File: src/rtl/seq_timer_pkg.sv
// ============================================================================
// seq_timer_pkg : shared state encoding and default pattern for seq_pattern_timer
// Rev 1.0
// ============================================================================
`default_nettype none

package seq_timer_pkg;

  typedef enum logic [1:0] {
    SEARCH = 2'd0,
    SHIFT  = 2'd1,
    WAIT   = 2'd2,
    DONE   = 2'd3
  } state_e;

  localparam logic [3:0] DEFAULT_PATTERN = 4'b1101;

endpackage

`default_nettype wire

File: src/rtl/seq_pattern_match.sv
// ============================================================================
// seq_pattern_match : serial history register, fill counter and pattern compare
// Rev 1.0
// ============================================================================
`default_nettype none

module seq_pattern_match #(
  parameter int PAT_W = 4
) (
  input  logic             clk,
  input  logic             reset,
  input  logic             clear,
  input  logic             data_valid,
  input  logic             data,
  input  logic [PAT_W-1:0] pattern,
  output logic             hit
);

  localparam int FILL_W = $clog2(PAT_W + 1);

  logic [PAT_W-1:0]  hist_q, hist_d;
  logic [FILL_W-1:0] fill_q, fill_d;

  always_comb begin
    hist_d = {hist_q[PAT_W-2:0], data};
    fill_d = (fill_q == FILL_W'(PAT_W)) ? fill_q : fill_q + 1'b1;
    // Compare against the history as it will be after this bit is taken.
    hit    = data_valid && (fill_q >= FILL_W'(PAT_W - 1)) && (hist_d == pattern);
  end

  always_ff @(posedge clk) begin
    if (reset || clear) begin
      hist_q <= '0;
      fill_q <= '0;
    end else if (data_valid) begin
      hist_q <= hist_d;
      fill_q <= fill_d;
    end
  end

endmodule

`default_nettype wire

File: src/rtl/seq_pattern_timer.sv
// ============================================================================
// seq_pattern_timer : pattern search, shift window, external count wait, done/ack
// Rev 1.0
// ============================================================================
`default_nettype none

module seq_pattern_timer
  import seq_timer_pkg::*;
#(
  parameter int PAT_W     = 4,
  parameter int SHIFT_LEN = 4,
  parameter bit AUTO_ACK  = 1'b0
) (
  input  logic             clk,
  input  logic             reset,
  input  logic             data_valid,
  input  logic             data,
  input  logic [PAT_W-1:0] pattern,
  input  logic             cnt_done,
  input  logic             ack,
  output logic             match,
  output logic             shift_ena,
  output logic             counting,
  output logic             done,
  output logic [1:0]       state_o
);

  localparam int CNT_W = $clog2(SHIFT_LEN + 1);
  localparam logic [CNT_W-1:0] CNT_LOAD = CNT_W'(SHIFT_LEN - 1);

  state_e           state_q, state_d;
  logic [CNT_W-1:0] cnt_q, cnt_d;
  logic             hit;
  logic             search_valid;
  logic             hist_clear;

  // History only advances while searching; leaving DONE starts a fresh pattern.
  assign search_valid = data_valid && (state_q == SEARCH);
  assign hist_clear   = (state_q == DONE) && (AUTO_ACK || ack);

  seq_pattern_match #(
    .PAT_W (PAT_W)
  ) u_match (
    .clk        (clk),
    .reset      (reset),
    .clear      (hist_clear),
    .data_valid (search_valid),
    .data       (data),
    .pattern    (pattern),
    .hit        (hit)
  );

  always_ff @(posedge clk) begin
    if (reset) begin
      state_q <= SEARCH;
      cnt_q   <= '0;
    end else begin
      state_q <= state_d;
      cnt_q   <= cnt_d;
    end
  end

  always_comb begin
    state_d = state_q;
    cnt_d   = cnt_q;
    case (state_q)
      SEARCH: begin
        if (hit) begin
          state_d = SHIFT;
          cnt_d   = CNT_LOAD;
        end
      end
      SHIFT: begin
        if (cnt_q == '0) state_d = WAIT;
        else             cnt_d   = cnt_q - 1'b1;
      end
      WAIT: begin
        if (cnt_done) state_d = DONE;
      end
      DONE: begin
        if (AUTO_ACK || ack) state_d = SEARCH;
      end
      default: state_d = SEARCH;
    endcase
  end

  // The counter still holds its load value only in the first SHIFT cycle.
  always_comb begin
    match     = (state_q == SHIFT) && (cnt_q == CNT_LOAD);
    shift_ena = (state_q == SHIFT);
    counting  = (state_q == WAIT);
    done      = (state_q == DONE);
    state_o   = state_q;
  end

endmodule

`default_nettype wire

File: config.mk
export PLATFORM = sky130hd
export DESIGN_NAME = seq_pattern_timer
export DESIGN_NICKNAME = d
export VERILOG_FILES = /design/src/rtl/seq_timer_pkg.sv /design/src/rtl/seq_pattern_match.sv /design/src/rtl/seq_pattern_timer.sv
export SDC_FILE = /design/constraint.sdc
export NUM_CORES = 1
export LEC_CHECK = 0
export CORE_MARGIN = 2
export CORE_UTILIZATION = 49
export DETAILED_ROUTE_END_ITERATION = 10
export PLACE_DENSITY = 0.88
export SETUP_SLACK_MARGIN = 0.4
export SLEW_MARGIN = 25
export SYNTH_ARGS = -nofsm -noshare
export SYNTH_HDL_FRONTEND = slang
export SYNTH_SLANG_ARGS = --single-unit
File: constraint.sdc
create_clock -name clk -period 2.6 [get_ports clk]
set_input_delay 0.52 -clock clk [delete_from_list [all_inputs] [get_ports clk]]
set_output_delay 0.52 -clock clk [all_outputs]
set_load 0.05 [all_outputs]
==> results of run 1 <==
-- tightest hold or removal path, stage by stage, from the launching register on --
cell and delay (ns):
dfxtp_1 0.32, nand2_1 0.05, a21oi_1 0.06
-- where the power goes --
part / switching (mW) / internal, mW
clock network: 0.0619 / 0.0595
registers: 0.0314 / 0.197
logic: 0.217 / 0.144
-- layout by cell type (no fill, tap or decap), types with 2 or more instances in the layout --
master           instances
dfxtp_2                  2
nor2b_1                  2
xnor2_1                  3
xor2_1                   2
a21oi_1                  6
nand2b_1                 5
dfxtp_1                  9
and2_1                   2
mux2i_1                  2
ha_2                     2
o22ai_1                  2
dlygate4sd2_1            3
a211oi_1                 3
or4_1                    2
clkdlybuf4s50_1         11
ha_1                     9
nand2_1                  8
nor2_1                   3
clkbuf_4                 3
inv_1                    8
-- cell usage after synthesis, drive strengths merged (2+ instances only) --
library cell / number / share of area, %
a211oi: 3 / 2.8
a21oi: 6 / 3.8
and2: 2 / 1.6
dfxtp: 11 / 28
ha: 11 / 17
inv: 8 / 3.8
mux2i: 2 / 2.5
nand2: 9 / 5.2
nand2b: 5 / 3.9
nor2: 4 / 1.9
nor2b: 2 / 1.6
o22ai: 2 / 1.6
or4: 2 / 1.9
xnor2: 3 / 3.3
xor2: 2 / 2.2
-- kinds of logic after synthesis --
| logic type | Yosys count | synth area share (%) |
|---|---|---|
| flops | 11 | 27.72 |
| xor+xnor | 5 | 5.513 |
| compound gates | 24 | 21.89 |
| mux | 2 | 2.520 |
| simple gates | 28 | 19.37 |
| fa+ha+maj | 11 | 17.32 |
| buf+inv | 10 | 5.669 |
-- metal layers --
layer	vias to the layer above	wire length [um]	track usage (%)
li1	358	-	-
met5	-	0	0
met4	0	23	8.485
met3	4	48	4.490
met1	347	736	22.73
met2	13	875	35.88
-- layout make-up --
cell class                 count  share of cell area [%]
inverter                       8                   3.057
sequential                    11                   22.68
tap                           16                   2.038
multi-input combinational     70                   55.16
clock buffer                   4                   2.675
timing repair buffer          15                   14.39
-- state kept, by name, summed over array words and instances (netlist names) --
register        flops
u_match.fill_q      3
u_match.hist_q      3
state_o             2
cnt_q               3
-- worst max path at each step --
stage | startpoint | endpoint | slack [ns] | cells after the start
after floorplan | state_o[0]$_SDFFE_PP0P_ | state_o[1]$_SDFFE_PP0P_ | 0.46 | 6
after global placement | state_o[1]$_SDFFE_PP0P_ | match | 0.37 | 5
after detailed placement | data_valid | cnt_q[1]$_SDFFE_PP0P_ | 0.30 | 5
after CTS | state_o[1]$_SDFFE_PP0P_ | match | 0.33 | 5
after global routing | state_o[1]$_SDFFE_PP0P_ | shift_ena | 0.43 | 3
final | state_o[1]$_SDFFE_PP0P_ | shift_ena | 0.48 | 3
-- repair_timing --
action	4_1_cts	5_1_grt
hold buffers	0	0
endpoints found under the setup margin	4	4
resized for setup	4	3
-- metrics by stage --
step	worst slack, ns	instance area [um^2]	power (mW)
final	0.4777	982.2	0.7108
after global placement	0.3691	962.2	0.5785
after CTS	0.3336	983.4	0.7086
after floorplan	0.4553	807.0	0.5126
after detailed placement	0.2974	962.2	0.5938
after global routing	0.4269	982.2	0.7606
==> results.md, run 1 <==
- Post-DP HPWL: 1346 um
- Clk root buf: clkbuf_4
- Worst clock skew: 0.001497 ns
- Worst skew pair latency: 0.27 ns
- First-pass GRT wire length: just under 3000 um
- # Post-CTS Setup Buffers: 0
- Post-Syn Instances: 91
- Total GRT Usage: between 20% and 30%
- Vias: 722
- FMAX: about 470 MHz
- Clock Pin Slew Worst Setup and Hold Paths: around 0.070 ns
- Final core area utilization: between 60% and 70%
- Die X: about 44 um
- Worst min path class: reg2reg
- DP Cell Count: 120
- Register area: approximately 220 um^2
- Hold Slack: a little under 0.5 ns
- Relative slew slack: 63.38%
- Crit-path max cell delay: 0.56 ns
- Layout fillers: around 140
- Unique masters post-synth: 35
- Asr flop ratio synth: 0%
- Kind of critical path: reg2out
- Core footprint: ~1500 um^2
- Drt first pass iters: 4
- Post-synth EDFFs: 0
- Vias per cell: about 5.8
- Max Cap Viol: 0
- Non-Filler Instances: 124
- CP endpoint kind: output port
- Sequential share of the synthesized area: 27.72%
- Nets: 130
- Period utilization: 81.63%
- Worst Path Required: between 2 and 2.5 ns
- Worst R2R End: cnt_q[1]$_SDFFE_PP0P_
- Largest net degree at the start of global routing: 11
- Hold Crit Depth: 2
- CTS H-tree lvls: 1
- Deepest clock path buffer count: 2
- Ant. Diodes: 0
- CTS tree: built
- Ys flop type: dfxtp_1
- Slew at the pin with the worst max-slew slack: 0.5355 ns
- Hold path start: u_match.hist_q[2]$_SDFFE_PP0P_
- Drt initial violations: 6
- Slowest-stage cell, CP: dlygate4sd2_1
- # clock sinks: 11
- Mean Syn Cell Area: 8.731 um^2
- Area Growth Syn to Fin: 23.62%
- Multi-input logic area: 541.8 um^2
- Die height: approximately 44 um
- Worst r2r path cells: 6
- Status: finished, final reports clean
- Family with the most delay on the worst path: buffers and inverters
- Synth warnings: 0
- Reg2Reg Launch Point: state_o[1]$_SDFFE_PP0P_
- Static Leakage: 0.3827 nW
- Crit path DAT: between 1.5 and 2 ns
- Global route overflow: 0
- Initial Utilization: a little over half
- Fin crit period: 2.122 ns
- #FFs+latches synth: 11
- Final setup viols: 0
- CP Launch Type: register
- Post-synth net total: about 110
- Vias in the first global route: between 700 and 800
- Critical Path, Cell by Cell: inv_1, ha_2, dlygate4sd2_1
- Ports: 16
- GPL Wtd Cong: 0.8036
- Cell area after synthesis: around 790 um^2
- IO Port Bufs: 15
- Worst R2R Setup Slack: 0.56 ns
- Initial antenna violation count: 0
- Critical path buffers and inverters: 2
- Routed WL per cell: approximately 14 um
- Final antenna-violating net count: 0
- Final setup TNS: 0 ns
- Pins Over Slew Limit: 0
- Share of post-route cells with drive strength above 1: 11.11%
- Hold Path Sink: u_match.hist_q[2]$_SDFFE_PP0P_
- CP max FO: 10
- Final WL: about 1700 um
- Row Count: 14
- Power per cell area: a little over 700 nW/um^2
- Post-route DRC: 0
- Die Area: just under 2000 um^2
- RSZ-0062 raised after global routing: false
- Number of buffers created by CTS: 3
- Peak supply drop: 569.3 uV
- Final Hold Viols: 0
Note: power is estimated with default switching activity, not from simulation.
==> run 2: changes to the inputs <==
--- a/config.mk
+++ b/config.mk
@@ -6,9 +6,9 @@
 export NUM_CORES = 1
 export LEC_CHECK = 0
 export CORE_MARGIN = 2
-export CORE_UTILIZATION = 49
+export CORE_UTILIZATION = 44
 export DETAILED_ROUTE_END_ITERATION = 10
-export PLACE_DENSITY = 0.88
+export PLACE_DENSITY = 0.84
 export SETUP_SLACK_MARGIN = 0.4
 export SLEW_MARGIN = 25
 export SYNTH_ARGS = -nofsm -noshare
==> constraint.sdc (replaced) <==
create_clock -name clk -period 1.9 [get_ports clk]
set_input_delay 0.38 -clock clk [delete_from_list [all_inputs] [get_ports clk]]
set_output_delay 0.38 -clock clk [all_outputs]
set_load 0.05 [all_outputs]
==> run 2 against run 1 <==
Clock-buffer cell count unchanged. Final area increased by 44%. Die area grew 10%. Sequential cell count did not move. Register-to-register slack got worse by 0.39 ns. Sequential power increased by 41%. Worst setup slack worse by 0.34 ns. Critical path depth increased by 2. Worst hold slack better by 0.00071 ns.
==> results.md, run 2 (synthesis results as in run 1) <==
- Worst R2R Setup Slack: 0.17 ns
- Final core area utilization: roughly 83%
- CTS tree: built
- Setup WS post-layout: approximately 0.14 ns
- Pins Over Slew Limit: 0
- Largest registers: cnt_q x3, u_match.fill_q x3, u_match.hist_q x3
- Nets: 150
- Area Growth Syn to Fin: 77.79%
- Layout fillers: 96
- Total GRT Usage: roughly a quarter
- Deepest clock path buffer count: 2
- Worst r2r path cells: 7
- Post-DP HPWL: between 1000 and 1500 um
- Ant. Diodes: 0
- Vias: about 850
- Initial Utilization: 46.52%
- Cell area after layout: roughly 1400 um^2
- CP endpoint kind: register
- # clock sinks: 11
- GPL Wtd Cong: 0.7212
- Peak supply drop: about 700 uV
- Commonest non-fill, non-tap cell in the layout: buf_4
- Hold Path Sink: u_match.hist_q[2]$_SDFFE_PP0P_
- Worst min path class: reg2reg
- Clk root buf: clkbuf_4
- Worst clock skew: around 0.0035 ns
- Family with the most delay on the worst path: simple AND/OR/NAND/NOR gates
- Worst skew pair latency: 0.27 ns
- Fin crit period: roughly 1.8 ns
- Vias in the first global route: roughly 800
- Vias per cell: between 5 and 6
- Initial antenna violation count: 0
- Kind of critical path: in2reg
- Crit path DAT: slightly below 2 ns
- Commonest cells after routing, fill and taps aside: buf_4, nand2_1, inv_1, ha_4, clkdlybuf4s50_1
- Multi-input logic area: roughly 750 um^2
- CP max FO: 4
- Reg2Reg Launch Point: state_o[1]$_SDFFE_PP0P_
- Final Hold Viols: 0
- Die X: approximately 46 um
- Worst R2R End: cnt_q[2]$_SDFFE_PP0P_
- Final WL: ~2600 um
- CTS H-tree lvls: 1
- Drt first pass iters: 4
- Power per cell area: approximately 1000 nW/um^2
- First-pass GRT wire length: about 3500 um
- Critical Path, Cell by Cell: clkdlybuf4s50_1, xnor2_1, a21boi_0, or4_1, a21oi_1
- Ports: 16
- Die Area: 2162 um^2
- CP Launch Type: input port
- Number of buffers created by CTS: 3
- Row Count: 15
- Critical path buffers and inverters: 1
- Hold path start: u_match.hist_q[2]$_SDFFE_PP0P_
- Period utilization: just over 90%
- Max Cap Viol: 0
- Register area: around 230 um^2
- Setup slack at placement: -0.1611 ns
- Global route overflow: 0
- Worst Path Required: 2.11 ns
- Clock Pin Slew Worst Setup and Hold Paths: roughly 0.070 ns
- FMAX: roughly 570 MHz
- Status: finished, final reports clean
- Hold buffers post-CTS: 0
- DP Area: approximately 1100 um^2
- Post-route DRC: 0
- Largest net degree at the start of global routing: 10
- Die height: ~46 um
- Share of post-route cells with drive strength above 1: about half
- Static Leakage: between 0.5 and 0.6 nW
- Drt initial violations: 31
- Hold Crit Depth: 2
- Final antenna-violating net count: 0
- Routed WL per cell: 16.67 um
- IO Port Bufs: 15
- Slowest-stage cell, CP: or4_1
- Core footprint: ~1700 um^2
- RSZ-0062 raised after global routing: true
- Final setup viols: 0
- Crit-path max cell delay: a little over 0.5 ns
- Slew at the pin with the worst max-slew slack: 0.3775 ns
- Relative slew slack: between 70% and 80%
-- run 2: cell count changes in the layout (fill, tap and decap cells not counted), moves of 3 or more --
cell,previous run,this run
buf_4,0,18
a211oi_1,3,0
dfxtp_1,9,5
buf_12,0,3
ha_4,0,6
ha_1,9,4
buf_6,0,4
clkdlybuf4s50_1,11,6
-- run 2: power by group --
group          switching, mW  total [mW]  internal [mW]
logic                  0.481       0.950          0.470
clock network         0.0831       0.165         0.0815
registers             0.0466       0.322          0.276
-- run 2: metrics by stage --
stage,hold WS [ns],TNS [ns],power [mW],cells
5_1_grt,0.5073,0,1.500,153
3_5_place_dp,0.4772,-0.3286,0.9238,132
6_report,0.4834,0,1.437,153
4_1_cts,0.4907,0,1.262,148
3_3_place_gp,0.4610,-0.2771,0.9011,132
2_1_floorplan,0.4430,0,0.7744,91
-- run 2: how the worst max path moves through the flow --
stage | to | depth (start not counted) | startpoint | slack [ns]
detailed placement | cnt_q[2]$_SDFFE_PP0P_ | 5 | pattern[1] | -0.16
floorplan | cnt_q[2]$_SDFFE_PP0P_ | 7 | state_o[1]$_SDFFE_PP0P_ | 0.13
global route | cnt_q[2]$_SDFFE_PP0P_ | 7 | state_o[1]$_SDFFE_PP0P_ | 0.12
finish | cnt_q[2]$_SDFFE_PP0P_ | 5 | pattern[3] | 0.14
global placement | cnt_q[2]$_SDFFE_PP0P_ | 5 | pattern[1] | -0.14
CTS | cnt_q[2]$_SDFFE_PP0P_ | 6 | state_o[0]$_SDFFE_PP0P_ | 0.18
-- run 2: final cells by class --
| cell class | instances | share of cell area (%) |
|---|---|---|
| multi-input cells | 70 | 52.79 |
| repair buffers | 35 | 24.18 |
| flip-flops and latches | 11 | 16.47 |
| inverters | 8 | 2.480 |
| well taps | 25 | 2.214 |
| clock buffers | 4 | 1.860 |
-- run 2: timing repair --
action,CTS,global route
setup buffers,12,5
gates cloned,0,0
pin swaps,15,17
endpoints found under the setup margin,6,11
gates resized for setup,24,15
hold endpoints to repair,0,0
-- run 2: tightest hold or removal path, stage by stage, from the launching register on --
cell and delay, ns:
dfxtp_1 0.32, nand2_1 0.06, a21oi_1 0.06
-- run 2: metal layers --
| metal | up-vias | track usage [%] | routed length [um] |
|---|---|---|---|
| met2 | 24 | 40.83 | 1310 |
| li1 | 400 | - | - |
| met5 | - | 0 | 0 |
| met3 | 6 | 3.529 | 103 |
| met4 | 0 | 11.43 | 53 |
| met1 | 419 | 27.00 | 1084 |
==> run 3: changes to the inputs <==
--- a/config.mk
+++ b/config.mk
@@ -8,9 +8,9 @@
 export CORE_MARGIN = 2
 export CORE_UTILIZATION = 44
 export DETAILED_ROUTE_END_ITERATION = 10
+export HOLD_SLACK_MARGIN = 0.15
 export PLACE_DENSITY = 0.84
 export SETUP_SLACK_MARGIN = 0.4
-export SLEW_MARGIN = 25
 export SYNTH_ARGS = -nofsm -noshare
 export SYNTH_HDL_FRONTEND = slang
 export SYNTH_SLANG_ARGS = --single-unit
==> results of run 3 <==
Final layout, timing and power as in run 2 (identical DEF).
